## src/rtl/exe_mem_pipe_pkg.sv

```systemverilog
// ---------------------------------------------------------------------------
// exe_mem_pipe_pkg
//
// Purpose:
//   Shared definitions for the EXE->MEM pipeline register and the other
//   pipeline stages that exchange the same control bundle.
//
// Contents:
//   DSIZE_DEF  default data/address width (maddr, rdata2)
//   ASIZE_DEF  default regfile write-back address width
//   CTRL_W     width of the control bundle
//   ctrl_t     control bundle, MSB first: memwrite, memread, memtoreg, wen
//   gate_ctrl  forces the control bundle to zero when its beat is not valid
// ---------------------------------------------------------------------------
package exe_mem_pipe_pkg;

    localparam int DSIZE_DEF = 32;
    localparam int ASIZE_DEF = 5;
    localparam int CTRL_W    = 4;

    // Bit order matters: every stage packs and unpacks the bundle through
    // this type, so the layout is defined exactly once here.
    typedef struct packed {
        logic memwrite;
        logic memread;
        logic memtoreg;
        logic wen;
    } ctrl_t;

    // A stale control bundle sitting in an empty register must never reach
    // memory or the register file, so every consumer sees zeros unless the
    // beat that carries it is valid.
    function automatic ctrl_t gate_ctrl(input ctrl_t ctrl, input logic valid);
        ctrl_t gated;
        gated = '0;
        if (valid) begin
            gated = ctrl;
        end
        return gated;
    endfunction

endpackage

```

## src/rtl/exe_mem_pipe_slot.sv

```systemverilog
// ---------------------------------------------------------------------------
// pipe_slot
//
// Purpose:
//   One pipeline slot: a valid flag plus a payload register. Used for both
//   the main output register and the optional skid register of
//   exe_mem_pipe.
//
// Ports:
//   clk        rising-edge clock
//   rst        synchronous active-high reset; clears valid and payload
//   load       update the slot this cycle (valid takes valid_in)
//   valid_in   new valid value when load is high
//   clear      squash the held beat; wins over load
//   data_in    payload captured when load & valid_in
//   valid_out  slot holds a beat
//   data_out   held payload (keeps its last value while the slot is empty)
// ---------------------------------------------------------------------------
module pipe_slot #(
    parameter int WIDTH = 8
) (
    input  logic             clk,
    input  logic             rst,
    input  logic             load,
    input  logic             valid_in,
    input  logic             clear,
    input  logic [WIDTH-1:0] data_in,
    output logic             valid_out,
    output logic [WIDTH-1:0] data_out
);

    logic             valid_d;
    logic             valid_q;
    logic [WIDTH-1:0] data_d;
    logic [WIDTH-1:0] data_q;

    // Next-state for the slot. The payload is only overwritten when a real
    // beat arrives, so an emptied slot keeps presenting its last payload and
    // downstream never sees the fields toggle on bubbles. A clear drops the
    // beat even if a load is requested in the same cycle, which is how a
    // flush discards the incoming beat.
    always_comb begin
        valid_d = valid_q;
        data_d  = data_q;
        if (load) begin
            valid_d = valid_in;
            if (valid_in) begin
                data_d = data_in;
            end
        end
        if (clear) begin
            valid_d = 1'b0;
        end
    end

    // State register. Reset has priority over everything, so anything
    // presented while rst is high is thrown away and the payload returns to
    // all zeros.
    always_ff @(posedge clk) begin
        if (rst) begin
            valid_q <= 1'b0;
            data_q  <= '0;
        end else begin
            valid_q <= valid_d;
            data_q  <= data_d;
        end
    end

    assign valid_out = valid_q;
    assign data_out  = data_q;

endmodule

```

## src/rtl/exe_mem_pipe.sv

```systemverilog
// ---------------------------------------------------------------------------
// exe_mem_pipe
//
// Purpose:
//   EXE->MEM pipeline register with valid/ready flow control, flush and a
//   load-pending tap for the hazard unit. Carries the memory address,
//   write-back register address, store data and the control bundle from the
//   ALU stage to the data-memory stage.
//
// Build option:
//   EXMEM_SKID_EN  when defined, a second (skid) slot absorbs one extra beat
//                  and in_ready comes straight from a register, breaking the
//                  out_ready->in_ready combinational path. When undefined,
//                  a single slot is used and in_ready = !out_valid | out_ready.
//
// Ports:
//   clk, rst                       clock, synchronous active-high reset
//   flush                          squash held beats and the incoming beat
//   in_valid / in_ready            upstream handshake
//   maddr_in, waddr_in, rdata2_in  payload from EXE
//   memwrite_in .. wen_in          control bits from EXE
//   out_valid / out_ready          downstream handshake
//   maddr_out, waddr_out,
//   rdata2_out                     registered payload
//   memwrite_out .. wen_out        control bits, zero unless out_valid
//   load_pending                   a valid load sits at the output
// ---------------------------------------------------------------------------
module exe_mem_pipe
    import exe_mem_pipe_pkg::*;
#(
    parameter int DSIZE = DSIZE_DEF,
    parameter int ASIZE = ASIZE_DEF
) (
    input  logic             clk,
    input  logic             rst,
    input  logic             flush,

    input  logic             in_valid,
    output logic             in_ready,
    input  logic [DSIZE-1:0] maddr_in,
    input  logic [ASIZE-1:0] waddr_in,
    input  logic [DSIZE-1:0] rdata2_in,
    input  logic             memwrite_in,
    input  logic             memread_in,
    input  logic             memtoreg_in,
    input  logic             wen_in,

    output logic             out_valid,
    input  logic             out_ready,
    output logic [DSIZE-1:0] maddr_out,
    output logic [ASIZE-1:0] waddr_out,
    output logic [DSIZE-1:0] rdata2_out,
    output logic             memwrite_out,
    output logic             memread_out,
    output logic             memtoreg_out,
    output logic             wen_out,

    output logic             load_pending
);

    // Payload layout inside a slot, MSB first: maddr, waddr, rdata2, ctrl.
    localparam int PW         = DSIZE + ASIZE + DSIZE + CTRL_W;
    localparam int MADDR_LSB  = ASIZE + DSIZE + CTRL_W;
    localparam int WADDR_LSB  = DSIZE + CTRL_W;
    localparam int RDATA2_LSB = CTRL_W;

    ctrl_t          ctrl_in;
    ctrl_t          ctrl_held;
    ctrl_t          ctrl_gated;
    logic [PW-1:0]  payload_in;

    logic           in_xfer;
    logic           out_xfer;
    logic           m_take;

    logic           m_load;
    logic           m_valid_in;
    logic [PW-1:0]  m_data_in;
    logic           m_valid;
    logic [PW-1:0]  m_data;

`ifdef EXMEM_SKID_EN
    logic           s_load;
    logic           s_valid_in;
    logic           s_valid;
    logic [PW-1:0]  s_data;
`endif

    // Bundle the incoming beat into one flat word so both slots can treat
    // it as opaque payload.
    always_comb begin
        ctrl_in          = '0;
        ctrl_in.memwrite = memwrite_in;
        ctrl_in.memread  = memread_in;
        ctrl_in.memtoreg = memtoreg_in;
        ctrl_in.wen      = wen_in;
        payload_in       = {maddr_in, waddr_in, rdata2_in, ctrl_in};
    end

`ifdef EXMEM_SKID_EN
    // With the skid slot, upstream may send whenever the skid slot is free.
    // s_valid is a flop output, so out_ready has no combinational route to
    // in_ready; the skid slot is what catches the beat that is already in
    // flight when MEM stalls.
    assign in_ready = !s_valid;
`else
    // Single-slot build: accept when the slot is empty or is being emptied
    // this cycle. This keeps full throughput at the cost of a combinational
    // path from out_ready to in_ready.
    assign in_ready = !m_valid || out_ready;
`endif

    // Handshake bookkeeping and slot steering.
    //
    // The main slot reloads whenever it is empty or its beat is being taken
    // by MEM. The older beat in the skid slot always goes first, which keeps
    // delivery strictly in order. If nothing is available the main slot
    // simply goes empty.
    //
    // The skid slot only captures a beat when one arrives while the main
    // slot is full and stalled. It can never be overwritten while full,
    // because in_ready is low for exactly that case. It empties when its
    // beat moves into the main slot.
    //
    // Flush is applied as a clear on both slots; the clear wins over any
    // load, so the incoming beat of a flush cycle is dropped too, while an
    // output transfer in that cycle has already happened on the wire.
    always_comb begin
        in_xfer    = in_valid && in_ready;
        out_xfer   = m_valid && out_ready;
        m_take     = !m_valid || out_xfer;

        m_load     = m_take;
        m_valid_in = in_xfer;
        m_data_in  = payload_in;

`ifdef EXMEM_SKID_EN
        s_valid_in = in_xfer && m_valid && !out_xfer;
        s_load     = s_valid_in || (s_valid && m_take);
        if (s_valid) begin
            m_valid_in = 1'b1;
            m_data_in  = s_data;
        end
`endif
    end

    pipe_slot #(
        .WIDTH (PW)
    ) u_main_slot (
        .clk       (clk),
        .rst       (rst),
        .load      (m_load),
        .valid_in  (m_valid_in),
        .clear     (flush),
        .data_in   (m_data_in),
        .valid_out (m_valid),
        .data_out  (m_data)
    );

`ifdef EXMEM_SKID_EN
    pipe_slot #(
        .WIDTH (PW)
    ) u_skid_slot (
        .clk       (clk),
        .rst       (rst),
        .load      (s_load),
        .valid_in  (s_valid_in),
        .clear     (flush),
        .data_in   (payload_in),
        .valid_out (s_valid),
        .data_out  (s_data)
    );
`endif

    // Output unpacking. Payload fields come straight from the main slot and
    // hold their last value across bubbles; the control bits are gated by
    // out_valid so an empty stage can never trigger a write. load_pending
    // uses the gated memread, so it is high exactly while a valid load is
    // waiting in this stage.
    always_comb begin
        ctrl_held    = ctrl_t'(m_data[CTRL_W-1:0]);
        ctrl_gated   = gate_ctrl(ctrl_held, m_valid);

        out_valid    = m_valid;
        maddr_out    = m_data[MADDR_LSB  +: DSIZE];
        waddr_out    = m_data[WADDR_LSB  +: ASIZE];
        rdata2_out   = m_data[RDATA2_LSB +: DSIZE];

        memwrite_out = ctrl_gated.memwrite;
        memread_out  = ctrl_gated.memread;
        memtoreg_out = ctrl_gated.memtoreg;
        wen_out      = ctrl_gated.wen;

        load_pending = ctrl_gated.memread;
    end

endmodule

```

## config.mk

```make
export PLATFORM = sky130hd
export DESIGN_NAME = exe_mem_pipe
export DESIGN_NICKNAME = d
export VERILOG_FILES = /design/src/rtl/exe_mem_pipe_pkg.sv /design/src/rtl/exe_mem_pipe_slot.sv /design/src/rtl/exe_mem_pipe.sv
export SDC_FILE = /design/constraint.sdc
export NUM_CORES = 1
export LEC_CHECK = 0
export CORE_ASPECT_RATIO = 1.4
export CORE_MARGIN = 3
export CORE_UTILIZATION = 44
export CTS_CLUSTER_DIAMETER = 60
export DETAILED_ROUTE_END_ITERATION = 6
export GPL_TIMING_DRIVEN = 0
export PLACE_DENSITY_LB_ADDON = 0.08
export SYNTH_ARGS = -nofsm -noshare
export SYNTH_HDL_FRONTEND = slang
export SYNTH_SLANG_ARGS = --single-unit
```

## constraint.sdc

```tcl
create_clock -name clk -period 1.4 [get_ports clk]
set_input_delay 0.28 -clock clk [delete_from_list [all_inputs] [get_ports clk]]
set_output_delay 0.28 -clock clk [all_outputs]
set_load 0.01 [all_outputs]
```

* Yosys cells after proc, flatten, opt, wreduce, memory -nomap -nowiden
Index checks and enable logic that the tools add are counted.
Word-level totals: register bits after elaboration 74
Cells by class: mux-type cells 1, reductions and logical operators 7
Operators by type and width (number):
- 4-bit 2-to-1 mux | 1
- 1-bit logical AND | 2
- 1-bit logical OR | 2
- 2-bit AND reduction | 1
- 2-bit OR reduction | 1
- 1-bit logical NOT | 1

* Logic depth before layout (Yosys ltp)
depth after elaboration 4, depth in mapped cells 6, gate-level depth less buffers 3

* Cells and area by module
Synthesis repeated with hierarchy kept, for this count alone.
Unflattened totals: cells, all modules 342, area, all modules 3250.6 um2
By module, submodules not included:
- pipe_slot | times used 1, cells each 335, area each 3205.6 um2, seq. area each 1481.4 um2
- exe_mem_pipe | times used 1, cells each 7, area each 45.0 um2, seq. area each 0.0 um2

* Least setup slack after synthesis
Ideal clock, no wire load.
path type register -> register, from reg u_main_slot.valid_q (netlist: u_main_slot.valid_out), to reg u_main_slot.data_q[67] (netlist: u_main_slot.data_out[67]), setup time 0.071 ns, arrival 1.077 ns, required time 1.329 ns, path slack 0.252 ns, stages on the path, launching flop included 6, buffers on the path 2, cell sequence dfxtp_1 > nand2b_1 > buf_6 > buf_12 > a21bo_1 > a21oi_2
Between the ends: cells in the longest elaborated chain, start to end 4
RTL lines:
- from (decl) | RTL line exe_mem_pipe_slot.sv:33 | logic valid_q;
- from (signal assigned) | RTL line exe_mem_pipe_slot.sv:64 | valid_q <= valid_d;
- 1-bit logical NOT | RTL line exe_mem_pipe.sv:110, exe_mem_pipe.sv:131
- 1-bit logical OR | RTL line exe_mem_pipe.sv:110 | assign in_ready = !m_valid || out_ready;
- 1-bit logical AND | RTL line exe_mem_pipe.sv:129 | in_xfer = in_valid && in_ready;
- 2-bit AND reduction (no source line) (*)
- to (signal assigned) | RTL line exe_mem_pipe_slot.sv:65 | data_q <= data_d;
- to (decl) | RTL line exe_mem_pipe_slot.sv:35 | logic [WIDTH-1:0] data_q;
Every way passes the cells marked *; elsewhere a longest branch is shown, timed or not. A chain may end at the register's enable or synchronous reset.

* Worst setup path in the final report
from reg u_main_slot.valid_q (netlist: u_main_slot.valid_out), to out memread_out
Between the ends: cells in the longest elaborated chain, start to end 1
RTL lines:
- 4-bit 2-to-1 mux | RTL line exe_mem_pipe_pkg.sv:36 | if (valid) begin
- to (decl) | RTL line exe_mem_pipe.sv:54 | output logic memread_out,
No other way between the ends.

==> flow_summary.ini <==
[global_route]
grt_util_all_layers_pct = 19.4
globalRoute.totalOverflow = 0
grt_pass1_wl_mm = 17.4
largest_net_degree_at_the_start_of_global_routing = 20
grt_antenna_before_repair = 0
first_global_vias = 3490

[cts]
cts.sink_count = 74
clockBufferDepth = 2
ctsRootBufferMaster = sky130_fd_sc_hd__clkbuf_16
hold_buffers = 0
clock_latency_ns = 0.33
cts_resized = 89
setup_buffers_after_cts = 0
htree_levels = 3
clk_pin_slew_worst_paths_ns = 0.06
numCtsBuffers = 9
cts_tree = yes

[floorplanning]
std_cell_rows = 42
die_height_um = 124
die_w_um = 90.1
design.die.area_mm2 = 0.0112
core_area_mm2 = 0.00956
io-pin-count = 154
floorplan.initialDensity_pct = 45.6

[final_layout]
final_net_count = 651
area_growth_syn_to_layout_pct = 44.8
final_core_util_pct = 66.0
diodes = 0
post_route_cells_drive_above_1_share_pct = 49.5

[route]
vias = 3361
drtAntennaViolNets = 0
routedWlPerCell_um = 14.8
postRouteWirelength_mm = 10.5
viasPerCell = 4.73
final_routed_drc_violation_total = 0
dr.pass1.iters = 4
drt-initial-drc-count = 67

[sta]
max-slew-margin-rel_pct = 53.1
slew_violations = 0
grt_setup_unrepaired = no
fmaxAchievable_mhz = 736
setup_viol = 0
final.setup_skew_ns = 0.00486
tightestPinTransition_ns = 0.704
setup_ws_ns = 0.0421
timing.hold.ws_ns = 0.479
final-hold-violation-count = 0
finalSetupTns_ns = 0
fin_crit_ns = 1.36
timing.final.crit_share_pct = 97.0

[critical_path]
critical_path.cell_chain = and2_4, buf_4, buf_2
critical_path_peak_fanout = 6
critical_path.n_buffers_inverters = 2
worstSetupStartpointType = flip-flop
worst-setup-path-type = reg2out
cp_data_required_time_ns = 1.12
critical_path.top_delay_family = flip-flops
sort_of_element_at_the_end_of_the_critical_path = output port
cpPeakStageDelay_ns = 0.36
timing.reg2reg.setup_slack_ns = 0.19
cell_with_the_largest_stage_delay_on_the_worst_path = sky130_fd_sc_hd__dfxtp_4
crit_arrival_ns = 1.08

[placed_design]
io_buffers = 152
dp.final_hpwl_mm = 7.72
pre_cts_ws_ns = -0.728
place_congestion = 0.755

[synthesis]
post_synth.cell_area_avg_um2 = 10.6
post_synth_inst_count = 411
synth_top_area_cell = sky130_fd_sc_hd__dfxtp_1
synthDistinctLibCells = 20
mappedNetlistArea_mm2 = 0.00436
ys_ff_latch = 74
synth.top_cells.by_area = sky130_fd_sc_hd__dfxtp_1, sky130_fd_sc_hd__a21oi_2, sky130_fd_sc_hd__buf_4, sky130_fd_sc_hd__nand3_2, sky130_fd_sc_hd__a21bo_2
synth_warnings = 0
seq_area_frac_synth_pct = 34.0
mappedNetlistNets = 489
netlist.area_leader.share_pct = 34.0

[pwr]
share_of_total_power_in_the_clock_network_pct = 42.8
power_density_mw_per_mm2 = 952
p_int_w = 0.00461
power.sequential.fraction_pct = 38.1
static-leakage-power_nw = 2.79
power_frac_comb_pct = 19.2
power_consumption_w = 0.00601
power.switching_w = 0.00140
netSwitchingFraction_pct = 23.3
ir_drop_v = 0.000648

[hold_path]
min-delay-path-class = in2reg

[run_status]
run_status = finished, final reports clean

[flow_run]
cap_viol_max_count = 0
[final timing paths]
| path | startpoint | end | depth (start not counted) |
|---|---|---|---|
| worst min-delay path | flush | u_main_slot.valid_out$_SDFFE_PP0P_ | 2 |
| worst max-delay path | u_main_slot.valid_out$_SDFFE_PP0P_ | memread_out | 3 |
| worst min register to register | u_main_slot.data_out[65]$_SDFFE_PP0P_ | u_main_slot.data_out[65]$_SDFFE_PP0P_ | 2 |
| worst max register to register | u_main_slot.valid_out$_SDFFE_PP0P_ | u_main_slot.data_out[11]$_SDFFE_PP0P_ | 6 |
[registers in the layout (all words and copies together) (netlist names)]
| register | cells |
|---|---|
| u_main_slot.valid_out | 1 |
| u_main_slot.data_out | 73 |
[cell families after synthesis]
kind of cell | after synthesis | synth area share [%]
AO/OA/AOI/OAI | 143 | 30.2
flip-flops | 74 | 34.0
AND/OR/NAND/NOR | 83 | 16.0
buffers and inverters | 111 | 19.9
[power groups by stage]
stage	clock network, W	registers, W	logic, W
4_1_cts	0.00263	0.00229	0.00117
3_5_place_dp	0	0.00233	0.00124
5_1_grt	0.00270	0.00230	0.00125
2_1_floorplan	0	0.00231	0.000697
3_3_place_gp	0	0.00233	0.00124
6_report	0.00257	0.00229	0.00115
[cells in the final DEF (no fill, tap or decap), drive strengths merged]
cell type      instances
buf                  101
clkdlybuf4s50         75
dfxtp                 74
dlygate4sd2           71
a21oi                 69
nand3                 69
a21bo                 69
clkbuf                22
nand2b                 5
and2                   5
nand4b                 4
o21ai                  4
clkdlybuf4s15          4
bufinv                 2
inv                    1
a211oi                 1
clkinvlp               1
clkinv                 1
[final cells by class]
cell class / count / area (µm²)
clock inverter: 4 / 72.6
clock buffer: 12 / 267
timing repair buffer: 152 / 1430
sequential: 74 / 1490
inverter: 1 / 3.75
buffer: 109 / 870
fill: 846 / 3250
multi-input combinational: 226 / 2020
tap: 132 / 165
[metal layers]
| metal | vias up | wire, µm | track usage, % |
|---|---|---|---|
| li1 | 1681 | - | - |
| met1 | 1578 | 4290 | 22.5 |
| met2 | 91 | 5530 | 34.9 |
| met3 | 11 | 496 | 3.99 |
| met4 | 0 | 171 | 8.33 |
| met5 | - | 0 | 0 |
[synth_stat cells (all sizes together)]
cell type	count
buf	101
dfxtp	74
a21bo	69
a21oi	69
nand3	69
clkbuf	9
and2	5
nand2b	5
nand4b	4
o21ai	4
a211oi	1
inv	1
[worst register-to-register path: stages (launching register included)]
cell and delay [ns]:
sky130_fd_sc_hd__dfxtp_4 0.36, sky130_fd_sc_hd__nand2b_4 0.08, sky130_fd_sc_hd__buf_12 0.17, sky130_fd_sc_hd__buf_12 0.17, sky130_fd_sc_hd__buf_12 0.15, sky130_fd_sc_hd__nand3_2 0.09, sky130_fd_sc_hd__a21oi_2 0.13
[metrics by stage]
stage | instances | instance area [µm²]
after CTS | 710 | 6300
final | 710 | 6310
after global routing | 710 | 6310
after global placement | 695 | 6040
after detailed placement | 695 | 6040
after floorplan | 411 | 4360
Note: power is estimated with default switching activity, not from simulation.
